`src/rtl/ppx_sequencer_pkg.sv`:
```
// Shared definitions for the pulse-rate sequencer: state encoding,
// table field widths, the packed table entry and effective-parameter helpers.
package ppx_sequencer_pkg;

    localparam int unsigned XC_W   = 32;
    localparam int unsigned DUTY_W = 5;
    localparam int unsigned REPS_W = 16;

    typedef enum logic [1:0] {
        ST_IDLE     = 2'd0,
        ST_RUN      = 2'd1,
        ST_STOPPING = 2'd2
    } ppx_state_t;

    typedef struct packed {
        logic [XC_W-1:0]   xcount;
        logic [DUTY_W-1:0] duty_log2;
        logic [REPS_W-1:0] reps;
    } ppx_entry_t;

    // A zero period means "one second" at the system clock rate.
    function automatic logic [XC_W-1:0] eff_xc(input logic [XC_W-1:0] xcount,
                                               input logic [XC_W-1:0] clk_freq);
        return (xcount == '0) ? clk_freq : xcount;
    endfunction

    // A zero repeat count still spends one period in the entry.
    function automatic logic [REPS_W-1:0] eff_reps(input logic [REPS_W-1:0] reps);
        return (reps == '0) ? REPS_W'(1) : reps;
    endfunction

endpackage

```
`src/rtl/ppx_sequencer_if.sv`:
```
// Configuration, control and status bundle of the pulse-rate sequencer.
interface ppx_sequencer_if #(
    parameter int unsigned AW = 3
);
    import ppx_sequencer_pkg::*;

    logic                cfg_we;
    logic [AW-1:0]       cfg_addr;
    logic [XC_W-1:0]     cfg_xcount;
    logic [DUTY_W-1:0]   cfg_duty_log2;
    logic [REPS_W-1:0]   cfg_reps;
    logic [AW:0]         num_entries;
    logic                loop;
    logic                start;
    logic                stop;
    logic                busy;
    logic                done;
    logic                cfg_err;
    logic [AW-1:0]       cur_entry;
    logic                period_strobe;
    logic                ppx_out;

    modport master (
        output cfg_we, cfg_addr, cfg_xcount, cfg_duty_log2, cfg_reps,
        output num_entries, loop, start, stop,
        input  busy, done, cfg_err, cur_entry, period_strobe, ppx_out
    );

    modport slave (
        input  cfg_we, cfg_addr, cfg_xcount, cfg_duty_log2, cfg_reps,
        input  num_entries, loop, start, stop,
        output busy, done, cfg_err, cur_entry, period_strobe, ppx_out
    );

endinterface

```
`src/rtl/ppx_sequencer_sched_table.sv`:
```
// Pulse configuration register file: one write port, one asynchronous read port.
module ppx_sched_table
    import ppx_sequencer_pkg::*;
#(
    parameter int unsigned DEPTH = 8,
    parameter int unsigned AW    = 3
) (
    input  logic          clk,
    input  logic          reset,
    input  logic          we,
    input  logic [AW-1:0] waddr,
    input  ppx_entry_t    wdata,
    input  logic [AW-1:0] raddr,
    output ppx_entry_t    rdata
);

    ppx_entry_t mem [DEPTH];

    // Table storage; reset clears every entry to zero.
    always_ff @(posedge clk or posedge reset) begin
        if (reset) begin
            for (int unsigned i = 0; i < DEPTH; i++) begin
                mem[i] <= '0;
            end
        end else if (we) begin
            mem[waddr] <= wdata;
        end
    end

    assign rdata = mem[raddr];

endmodule

```
`src/rtl/ppx_sequencer.sv`:
```
// Programmable pulse-rate sequencer: steps through a table of
// {period, duty, repeats} entries on period boundaries, without gap cycles.
module ppx_sequencer
    import ppx_sequencer_pkg::*;
#(
    parameter logic [31:0] CLK_FREQ = 32'd10_000_000,
    parameter int unsigned DEPTH    = 8,
    parameter int unsigned AW       = 3
) (
    input  logic            clk,
    input  logic            reset,
    ppx_sequencer_if.slave  bus
);

    ppx_state_t        state, state_n;
    logic [AW-1:0]     entry, entry_n;
    logic [XC_W-1:0]   count, count_n;
    logic [XC_W-1:0]   xc, xc_n;
    logic [DUTY_W-1:0] duty, duty_n;
    logic [REPS_W-1:0] reps_left, reps_n;
    logic [AW:0]       num_q, num_n;
    logic              loop_q, loop_n;
    logic              done_q, done_n;
    logic              err_q, err_n;

    logic              pe;
    logic              last;
    logic              start_ok;
    logic              load;
    logic              finish;
    logic              tbl_we;
    logic [AW-1:0]     rd_addr;
    ppx_entry_t        rd_entry;
    ppx_entry_t        wr_entry;

    assign pe       = (count == xc - XC_W'(1));
    assign last     = (({1'b0, entry} + (AW+1)'(1)) == num_q);
    assign start_ok = (bus.num_entries != '0) && (bus.num_entries <= (AW+1)'(DEPTH));
    assign tbl_we   = bus.cfg_we && (state == ST_IDLE);
    // The read port always looks at the entry that would be loaded next,
    // so a new entry's parameters are latched on the same edge as the PE.
    assign rd_addr  = ((state == ST_IDLE) || last) ? '0 : entry + AW'(1);
    assign wr_entry = '{xcount: bus.cfg_xcount, duty_log2: bus.cfg_duty_log2, reps: bus.cfg_reps};

    ppx_sched_table #(
        .DEPTH (DEPTH),
        .AW    (AW)
    ) u_table (
        .clk   (clk),
        .reset (reset),
        .we    (tbl_we),
        .waddr (bus.cfg_addr),
        .wdata (wr_entry),
        .raddr (rd_addr),
        .rdata (rd_entry)
    );

    // Sequencer state, period/repeat counters and latched run parameters.
    always_ff @(posedge clk or posedge reset) begin
        if (reset) begin
            state     <= ST_IDLE;
            entry     <= '0;
            count     <= '0;
            xc        <= '0;
            duty      <= '0;
            reps_left <= '0;
            num_q     <= '0;
            loop_q    <= 1'b0;
            done_q    <= 1'b0;
            err_q     <= 1'b0;
        end else begin
            state     <= state_n;
            entry     <= entry_n;
            count     <= count_n;
            xc        <= xc_n;
            duty      <= duty_n;
            reps_left <= reps_n;
            num_q     <= num_n;
            loop_q    <= loop_n;
            done_q    <= done_n;
            err_q     <= err_n;
        end
    end

    // Next-state decode: start/stop handling, period end, entry advance.
    always_comb begin
        state_n = state;
        entry_n = entry;
        count_n = count;
        xc_n    = xc;
        duty_n  = duty;
        reps_n  = reps_left;
        num_n   = num_q;
        loop_n  = loop_q;
        done_n  = 1'b0;
        err_n   = 1'b0;
        load    = 1'b0;
        finish  = 1'b0;

        case (state)
            ST_IDLE: begin
                if (bus.start) begin
                    if (start_ok) begin
                        state_n = ST_RUN;
                        entry_n = '0;
                        load    = 1'b1;
                        num_n   = bus.num_entries;
                        loop_n  = bus.loop;
                    end else begin
                        err_n = 1'b1;
                    end
                end
            end
            ST_RUN: begin
                err_n   = bus.cfg_we;
                count_n = pe ? '0 : count + XC_W'(1);
                if (pe) begin
                    if (bus.stop) begin
                        finish = 1'b1;
                    end else if (reps_left > REPS_W'(1)) begin
                        reps_n = reps_left - REPS_W'(1);
                    end else if (!last) begin
                        entry_n = entry + AW'(1);
                        load    = 1'b1;
                    end else if (loop_q) begin
                        entry_n = '0;
                        load    = 1'b1;
                    end else begin
                        finish = 1'b1;
                    end
                end else if (bus.stop) begin
                    state_n = ST_STOPPING;
                end
            end
            ST_STOPPING: begin
                err_n   = bus.cfg_we;
                count_n = pe ? '0 : count + XC_W'(1);
                if (pe) begin
                    finish = 1'b1;
                end
            end
            default: begin
                state_n = ST_IDLE;
            end
        endcase

        if (load) begin
            xc_n    = eff_xc(rd_entry.xcount, CLK_FREQ);
            duty_n  = rd_entry.duty_log2;
            reps_n  = eff_reps(rd_entry.reps);
            count_n = '0;
        end

        if (finish) begin
            state_n = ST_IDLE;
            done_n  = 1'b1;
            entry_n = '0;
            count_n = '0;
        end
    end

    assign bus.busy          = (state != ST_IDLE);
    assign bus.done          = done_q;
    assign bus.cfg_err       = err_q;
    assign bus.cur_entry     = entry;
    assign bus.period_strobe = bus.busy && (count == '0);
    assign bus.ppx_out       = bus.busy &&
                               ((duty == '0) ? (count == '0) : (count < (xc >> duty)));

endmodule
```
`src/flat_wrapper.sv`:
```
// flat-port wrapper written by rule: the top's interface ports become plain ports
module ppx_sequencer_flat import ppx_sequencer_pkg::*;
#(
    parameter logic [31:0] CLK_FREQ = 32'd10_000_000,
    parameter int unsigned DEPTH    = 8,
    parameter int unsigned AW       = 3
)
  (clk, reset, bus_cfg_we, bus_cfg_addr, bus_cfg_xcount, bus_cfg_duty_log2, bus_cfg_reps, bus_num_entries, bus_loop, bus_start, bus_stop, bus_busy, bus_done, bus_cfg_err, bus_cur_entry, bus_period_strobe, bus_ppx_out);
  ppx_sequencer_if #(.AW(AW)) bus_i ();
  input  logic clk;
  input  logic reset;
  input wire logic [$bits(bus_i.cfg_we)-1:0] bus_cfg_we;
  input wire logic [$bits(bus_i.cfg_addr)-1:0] bus_cfg_addr;
  input wire logic [$bits(bus_i.cfg_xcount)-1:0] bus_cfg_xcount;
  input wire logic [$bits(bus_i.cfg_duty_log2)-1:0] bus_cfg_duty_log2;
  input wire logic [$bits(bus_i.cfg_reps)-1:0] bus_cfg_reps;
  input wire logic [$bits(bus_i.num_entries)-1:0] bus_num_entries;
  input wire logic [$bits(bus_i.loop)-1:0] bus_loop;
  input wire logic [$bits(bus_i.start)-1:0] bus_start;
  input wire logic [$bits(bus_i.stop)-1:0] bus_stop;
  output wire logic [$bits(bus_i.busy)-1:0] bus_busy;
  output wire logic [$bits(bus_i.done)-1:0] bus_done;
  output wire logic [$bits(bus_i.cfg_err)-1:0] bus_cfg_err;
  output wire logic [$bits(bus_i.cur_entry)-1:0] bus_cur_entry;
  output wire logic [$bits(bus_i.period_strobe)-1:0] bus_period_strobe;
  output wire logic [$bits(bus_i.ppx_out)-1:0] bus_ppx_out;
  assign bus_i.cfg_we = bus_cfg_we;
  assign bus_i.cfg_addr = bus_cfg_addr;
  assign bus_i.cfg_xcount = bus_cfg_xcount;
  assign bus_i.cfg_duty_log2 = bus_cfg_duty_log2;
  assign bus_i.cfg_reps = bus_cfg_reps;
  assign bus_i.num_entries = bus_num_entries;
  assign bus_i.loop = bus_loop;
  assign bus_i.start = bus_start;
  assign bus_i.stop = bus_stop;
  assign bus_busy = bus_i.busy;
  assign bus_done = bus_i.done;
  assign bus_cfg_err = bus_i.cfg_err;
  assign bus_cur_entry = bus_i.cur_entry;
  assign bus_period_strobe = bus_i.period_strobe;
  assign bus_ppx_out = bus_i.ppx_out;
  ppx_sequencer #(.CLK_FREQ(CLK_FREQ), .DEPTH(DEPTH), .AW(AW)) u_core (.clk(clk), .reset(reset), .bus(bus_i));
endmodule
```
`config.mk`:
```
export PLATFORM = sky130hd
export DESIGN_NAME = ppx_sequencer_flat
export DESIGN_NICKNAME = d
export VERILOG_FILES = /design/src/rtl/ppx_sequencer_pkg.sv /design/src/rtl/ppx_sequencer_if.sv /design/src/rtl/ppx_sequencer_sched_table.sv /design/src/rtl/ppx_sequencer.sv /design/src/flat_wrapper.sv
export SDC_FILE = /design/constraint.sdc
export NUM_CORES = 1
export LEC_CHECK = 0
export BUFFER_PORTS_ARGS = -buffer_cell sky130_fd_sc_hd__buf_2
export CORE_MARGIN = 10
export CORE_UTILIZATION = 40
export DETAILED_ROUTE_END_ITERATION = 10
export PLACE_DENSITY = 0.61
export SLEW_MARGIN = 20
export SYNTH_ARGS = -nofsm -noshare
export SYNTH_HDL_FRONTEND = slang
export SYNTH_SLANG_ARGS = --single-unit
```
`constraint.sdc`:
```
create_clock -name clk -period 25.4 [get_ports clk]
set_input_delay 2.54 -clock clk [delete_from_list [all_inputs] [get_ports clk]]
set_output_delay 2.54 -clock clk [all_outputs]
set_load 0.1 [all_outputs]
```
==> out/qor.txt, run 1 <==
Crit. path cell count: 18
post-synthesis xor/xnor area fraction: 1.99%
std cell rows: 96
CP top delay family: compound AO/OA/AOI/OAI gates
Port Buffers: 73
final net count: 2,694
synthesized cell area: 0.0277 mm2
vias in the first global route: 21,100
H-tree depth: 2
routed wire length: 81,500 um
syn_nets: 2,708
worst slack, placed: 18.47 ns
cells after synthesis: 2,599
CP most frequent cell: a21o_1
layout cells sized above 1: 26.9%
most common cell after layout, fill and taps aside: dfrtp_1
crit-path max FO: 39
CP Capture Type: primary output
Reg2Reg Setup Slack: 19.63 ns
die area: 0.0801 mm2
All-Layer GR Usage: 19.8%
Setup Fix Bufs, Post-CTS: 0
Synth cell types: 73
Seq cells post-synth: 521
quantity of hold-fixing buffers added after cts: 0
via density per instance: 5.86
CP max stage delay: 0.49 ns
Tmin final: 7.55 ns
worst reg2reg startpoint: u_core.bus.cur_entry[0]
worst min path class: flop to flop
DRT iter0 DRCs: 1,560
final worst slack: 17.85 ns
Setup crit start kind: flop
Least-Margin Pin Slew: 1.15 ns
TritonCTS Buffers: 53
clk_lat worst skew: 0.61 ns
clk slew on worst S/H paths: 0.06 ns
Syn. warnings: 0
CTS Buffer Depth: 3
worst relative slew slack: 23.5%
pin count of the biggest net entering global routing: 183
RSZ-0062 raised after global routing: no
P per Cell Area: 144 mW/mm2
# DRC: 0
core area: 0.0686 mm2
aggregate global routing overflow: 0
Max Clock Skew: 0.0158 ns
WL/cell: 22.9 um
status: complete, no violations
setup TNS: 0 ns
most frequent cells in the layout: dfrtp_1, mux2_2, nand2_1, nor2_1, o21ai_0
crit path capture: bus_ppx_out
Die H: 283 um
worst r2r path cells: 13
starting density of the core: 40.3%
DP HPWL: 50,900 um
Post-synth EDFFs: 0
Req. time, crit path: 22.86 ns
Compound-Gate Fraction of Synth Area: 10.3%
Resized Gates After CTS: 0
root buffer selected by CTS: clkbuf_16
post-synthesis sequential area ratio: 47.1%
Hold Vio Cnt, Final: 0
Tcrit/Tclk final: 29.7%
arrival time at the worst endpoint: 5.01 ns
Most used DFF post-synth: dfrtp_1
first-pass GRT wire length: 127,000 um
vias post-DR: 20,800
adder and majority cell fraction of the synthesized area: 1.94%
slowest CP cell: mux4_2
Leakage: 0.0131 uW
Final Slew Violations: 0
CTS tree: built
CP bufs+invs: 2
Fmax: 132 MHz
DRT antenna net count: 0
main combinational cell family by area after synthesis: multiplexers
Critical Path Source: u_core.duty[1]
Max IR drop VDD: 0.0914 mV
multiplexer share of the synthesized area: 21.9%
FF-to-FF End: u_core.xc[20]
io pins: 74
Clock Sinks: 521
ys async rst share: 100%
Max-cap violations: 0
RePlAce Congestion: 0.888
post-synthesis simple-gate area fraction: 13.5%
initial antenna violation count: 13
crit path kind: flop to primary output
filler cell count: 6,342
final setup violation count: 0
total iterations of the first detailed-routing run: 7
Synth Area per Inst: 10.6 um2
worst path cell trace: buf_4, mux2_2, mux4_2, nor2_1, a211oi_1, a21oi_1, ha_1, a21o_1, a21o_1, a21o_1, a21oi_1, nor2b_1, o21ai_0, nand2b_1, a221oi_1, a211oi_1, o31ai_1, buf_2
die width: 283 um
area delta synth->final: 11.1%
## state kept, by name, summed over array words and instances (netlist names)
signal and flops:
u_core.bus.done 1, u_core.u_table.mem 424, u_core.state 2, u_core.reps_left 16
u_core.xc 32, u_core.bus.cfg_err 1, u_core.count 32, u_core.duty 5
u_core.num_q 4, u_core.loop_q 1, u_core.bus.cur_entry 3
## cells by family after synthesis
kind of cell | Yosys count
AND/OR/NAND/NOR | 780
flip-flops | 521
multiplexers | 541
AO/OA/AOI/OAI | 439
XOR/XNOR | 61
adder cells (fa/ha/maj) | 43
buffers and inverters | 214
## layer usage
metal | routed length [um] | global-route usage [%] | vias to the layer above | part of all wire (%)
li1 | - | - | 9440 | -
met1 | 36100 | 26.0 | 10700 | 44
met2 | 38600 | 32.6 | 547 | 47
met3 | 4470 | 3.72 | 151 | 5.5
met4 | 2220 | 5.94 | 22 | 2.7
met5 | 118 | 0 | - | 0.14
## how the worst min path moves through the flow
stage	start	endpoint	slack (ns)	cells past startpoint
after global placement	u_core.u_table.mem[350]	u_core.u_table.mem[350]	0.48	1
after floorplan	u_core.u_table.mem[350]	u_core.u_table.mem[350]	0.47	1
after detailed placement	u_core.u_table.mem[182]	u_core.u_table.mem[182]	0.49	1
after global routing	u_core.u_table.mem[182]	u_core.u_table.mem[182]	0.51	1
final	u_core.u_table.mem[223]	u_core.u_table.mem[223]	0.50	1
after CTS	u_core.u_table.mem[182]	u_core.u_table.mem[182]	0.50	1
## cell type report
type | count | area, um2 | area share, %
Tap cell | 931 | 1160 | 3.79
Clock buffer | 76 | 1560 | 5.08
Multi-Input combinational cell | 1864 | 13800 | 45.1
Timing Repair Buffer | 114 | 709 | 2.31
Antenna cell | 2 | 5.00 | 0.0163
Clock inverter | 17 | 287 | 0.932
Inverter | 31 | 124 | 0.403
Sequential cell | 521 | 13000 | 42.4
## synthesized netlist by cell type (11+ instances only)
| library cell | number | area, um2 |
|---|---|---|
| a211oi_1 | 21 | 158 |
| a21o_1 | 12 | 90.1 |
| a21oi_1 | 97 | 485 |
| a31oi_1 | 23 | 144 |
| and3_1 | 20 | 125 |
| buf_1 | 22 | 82.6 |
| buf_2 | 46 | 230 |
| clkbuf_1 | 108 | 405 |
| dfrtp_1 | 521 | 13000 |
| ha_1 | 43 | 538 |
| inv_1 | 29 | 109 |
| mux2_2 | 452 | 5090 |
| mux2i_1 | 82 | 821 |
| nand2_1 | 287 | 1080 |
| nand2b_1 | 16 | 100 |
| nand3_1 | 93 | 465 |
| nand4_1 | 27 | 169 |
| nor2_1 | 134 | 503 |
| nor3_1 | 78 | 390 |
| nor3b_1 | 11 | 82.6 |
| nor4_1 | 18 | 113 |
| o211ai_1 | 25 | 188 |
| o21ai_0 | 113 | 566 |
| o221ai_1 | 33 | 289 |
| o22ai_1 | 38 | 238 |
| or3_1 | 39 | 244 |
| xnor2_1 | 26 | 228 |
| xor2_1 | 34 | 298 |
## power by group
group          switching (uW)  internal [uW]  total, uW
logic                    1260            853       2110
clock network             335            498        832
registers                 279           1220       1500
total                    1870           2570       4440
## per-stage QoR
| step | instances | power [uW] | hold slack, ns | instance area (um2) | util [%] |
|---|---|---|---|---|---|
| floorplan | 2599 | 2970 | 0.471 | 27700 | - |
| global placement | 3460 | 3540 | 0.480 | 28800 | 42.1 |
| detailed placement | 3460 | 3600 | 0.488 | 28800 | 42.1 |
| CTS | 3553 | 4450 | 0.502 | 30700 | 44.8 |
| global route | 3556 | 4740 | 0.509 | 30700 | 44.8 |
| finish | 3556 | 4440 | 0.498 | 30700 | 44.8 |
No activity file was read; power rests on OpenSTA's default activity.
==> inputs of run 2 (changes only) <==
Clock period 25.4 ns to 7.9 ns, I/O delays scaled along.
==> run 2 against run 1 <==
Critical path depth stayed put. Final cell count is 0.25% higher. Sequential share of layout area fell by 0.19 points.
==> out/qor.txt, run 2 (synthesis results as in run 1) <==
status: complete, no violations
Resized Gates After CTS: 0
Fmax: 163 MHz
register with the most flip-flops: u_core.u_table.mem
die width: 283 um
Final Util: 45.0%
Largest regs: u_core.u_table.mem x424, u_core.count x32, u_core.xc x32
DRT iter0 DRCs: 1,896
Max IR drop VDD: 0.344 mV
die area: 0.0801 mm2
aggregate global routing overflow: 0
Post-Place Cells: 3,460
vias in the first global route: 21,100
H-tree depth: 2
via density per instance: 5.91
CTS Buffer Depth: 3
RSZ-0062 raised after global routing: no
filler cell count: 6,318
arrival time at the worst endpoint: 5.36 ns
worst path cell trace: inv_1, buf_4, mux4_2, nor2_1, a211oi_1, a21oi_1, ha_1, a21o_1, a21o_1, a21o_1, a21oi_1, nor2b_1, o21ai_0, nand2b_1, a221oi_1, a211oi_1, o31ai_1, buf_2
routed wire length: 82,500 um
clk_lat worst skew: 0.61 ns
All-Layer GR Usage: 20.0%
final setup violation count: 0
Final Slew Violations: 0
Setup Fix Bufs, Post-CTS: 0
pin count of the biggest net entering global routing: 171
Req. time, crit path: 7.11 ns
worst reg2reg startpoint: u_core.bus.cur_entry[0]
Least-Margin Pin Slew: 1.15 ns
final net count: 2,694
root buffer selected by CTS: clkbuf_16
total power draw: 14,400 uW
core area: 0.0686 mm2
starting density of the core: 40.3%
clk slew on worst S/H paths: 0.07 ns
post-route cell area: 0.0309 mm2
P per Cell Area: 467 mW/mm2
Placed Area: 0.0289 mm2
Max Clock Skew: 0.0328 ns
most frequent cells in the layout: dfrtp_1, mux2_2, nand2_1, nor2_1, o21ai_0
vias post-DR: 21,100
area delta synth->final: 11.6%
Reg2Reg Setup Slack: 2.76 ns
Setup crit start kind: flop
most common cell after layout, fill and taps aside: dfrtp_1
setup TNS: 0 ns
Tcrit/Tclk final: 77.9%
CP Capture Type: primary output
# DRC: 0
WL/cell: 23.1 um
Die H: 283 um
Max-cap violations: 0
Tmin final: 6.15 ns
worst relative slew slack: 23.1%
Hold Vio Cnt, Final: 0
Clock Sinks: 521
CTS tree: built
Leakage: 0.0132 uW
RePlAce Congestion: 0.905
FF-to-FF End: u_core.xc[23]
Port Buffers: 73
io pins: 74
total iterations of the first detailed-routing run: 7
CP most frequent cell: a21o_1
layout cells sized above 1: 27.2%
DP HPWL: 50,500 um
worst min path class: input port to asynchronous set/reset pin
crit path kind: flop to primary output
DRT antenna net count: 0
worst r2r path cells: 11
quantity of hold-fixing buffers added after cts: 0
post-route non-filler standard cell count: 3,565
Largest register FFs: 424
first-pass GRT wire length: 129,000 um
CP max stage delay: 0.62 ns
TritonCTS Buffers: 54
std cell rows: 96
crit-path max FO: 19
initial antenna violation count: 15
slowest CP cell: inv_1
run 2: changes by cell type in the layout (fill, tap and decap cells not counted), sizes merged:
cell      delta
buf          -1
clkbuf       -4
clkinv       +7
inv          -3
clkinvlp     +4
diode        +3
bufinv       +3
run 2: area by class of cell:
cell class	count	area, um2	area share, %
multi-input cells	1864	13800	44.8
flip-flops and latches	521	13000	42.2
repair buffers	113	719	2.33
well taps	931	1160	3.77
clock inverters	28	432	1.40
clock buffers	72	1550	5.02
diodes	5	12.5	0.0405
inverters	31	120	0.389
run 2: metrics by stage:
stage / hold WS (ns) / setup slack [ns]
after floorplan: 0.471 / 0.0318
after global placement: 0.480 / 2.32
after detailed placement: 0.488 / 2.38
after CTS: 0.0906 / 1.73
after global routing: 0.104 / 1.28
final: 0.108 / 1.75
run 2: how the worst max path moves through the flow:
stage | startpoint | to | slack (ns)
finish | u_core.duty[2] | bus_ppx_out | 1.75
detailed placement | u_core.duty[2] | bus_ppx_out | 2.38
CTS | u_core.duty[2] | bus_ppx_out | 1.73
floorplan | reset | u_core.bus.cfg_err | 0.03
global route | u_core.duty[2] | bus_ppx_out | 1.28
global placement | u_core.duty[2] | bus_ppx_out | 2.32
run 2: power breakdown:
part	switching [uW]	internal [uW]	total, uW
clock network	1110	1710	2820
logic	3960	2760	6710
registers	978	3910	4890
run 2: routing by layer:
layer  wire [um]  GRT usage (%)  vias to the layer above
met5         110              0                        -
met4        2100           5.95                       18
met3        4250           3.15                      146
met2       39300           32.9                      557
met1       36800           26.8                    10900
li1            -              -                     9411
run 2: critical path: cells and delay by family (launching register included):
family | cells | cell delay (ns)
AOI/OAI and AO/OA | 10 | 1.68
adders and majority gates | 1 | 0.28
buffers and inverters | 3 | 1.44
DFF | 1 | 0.59
muxes | 1 | 0.54
and+or+nand+nor | 3 | 0.23
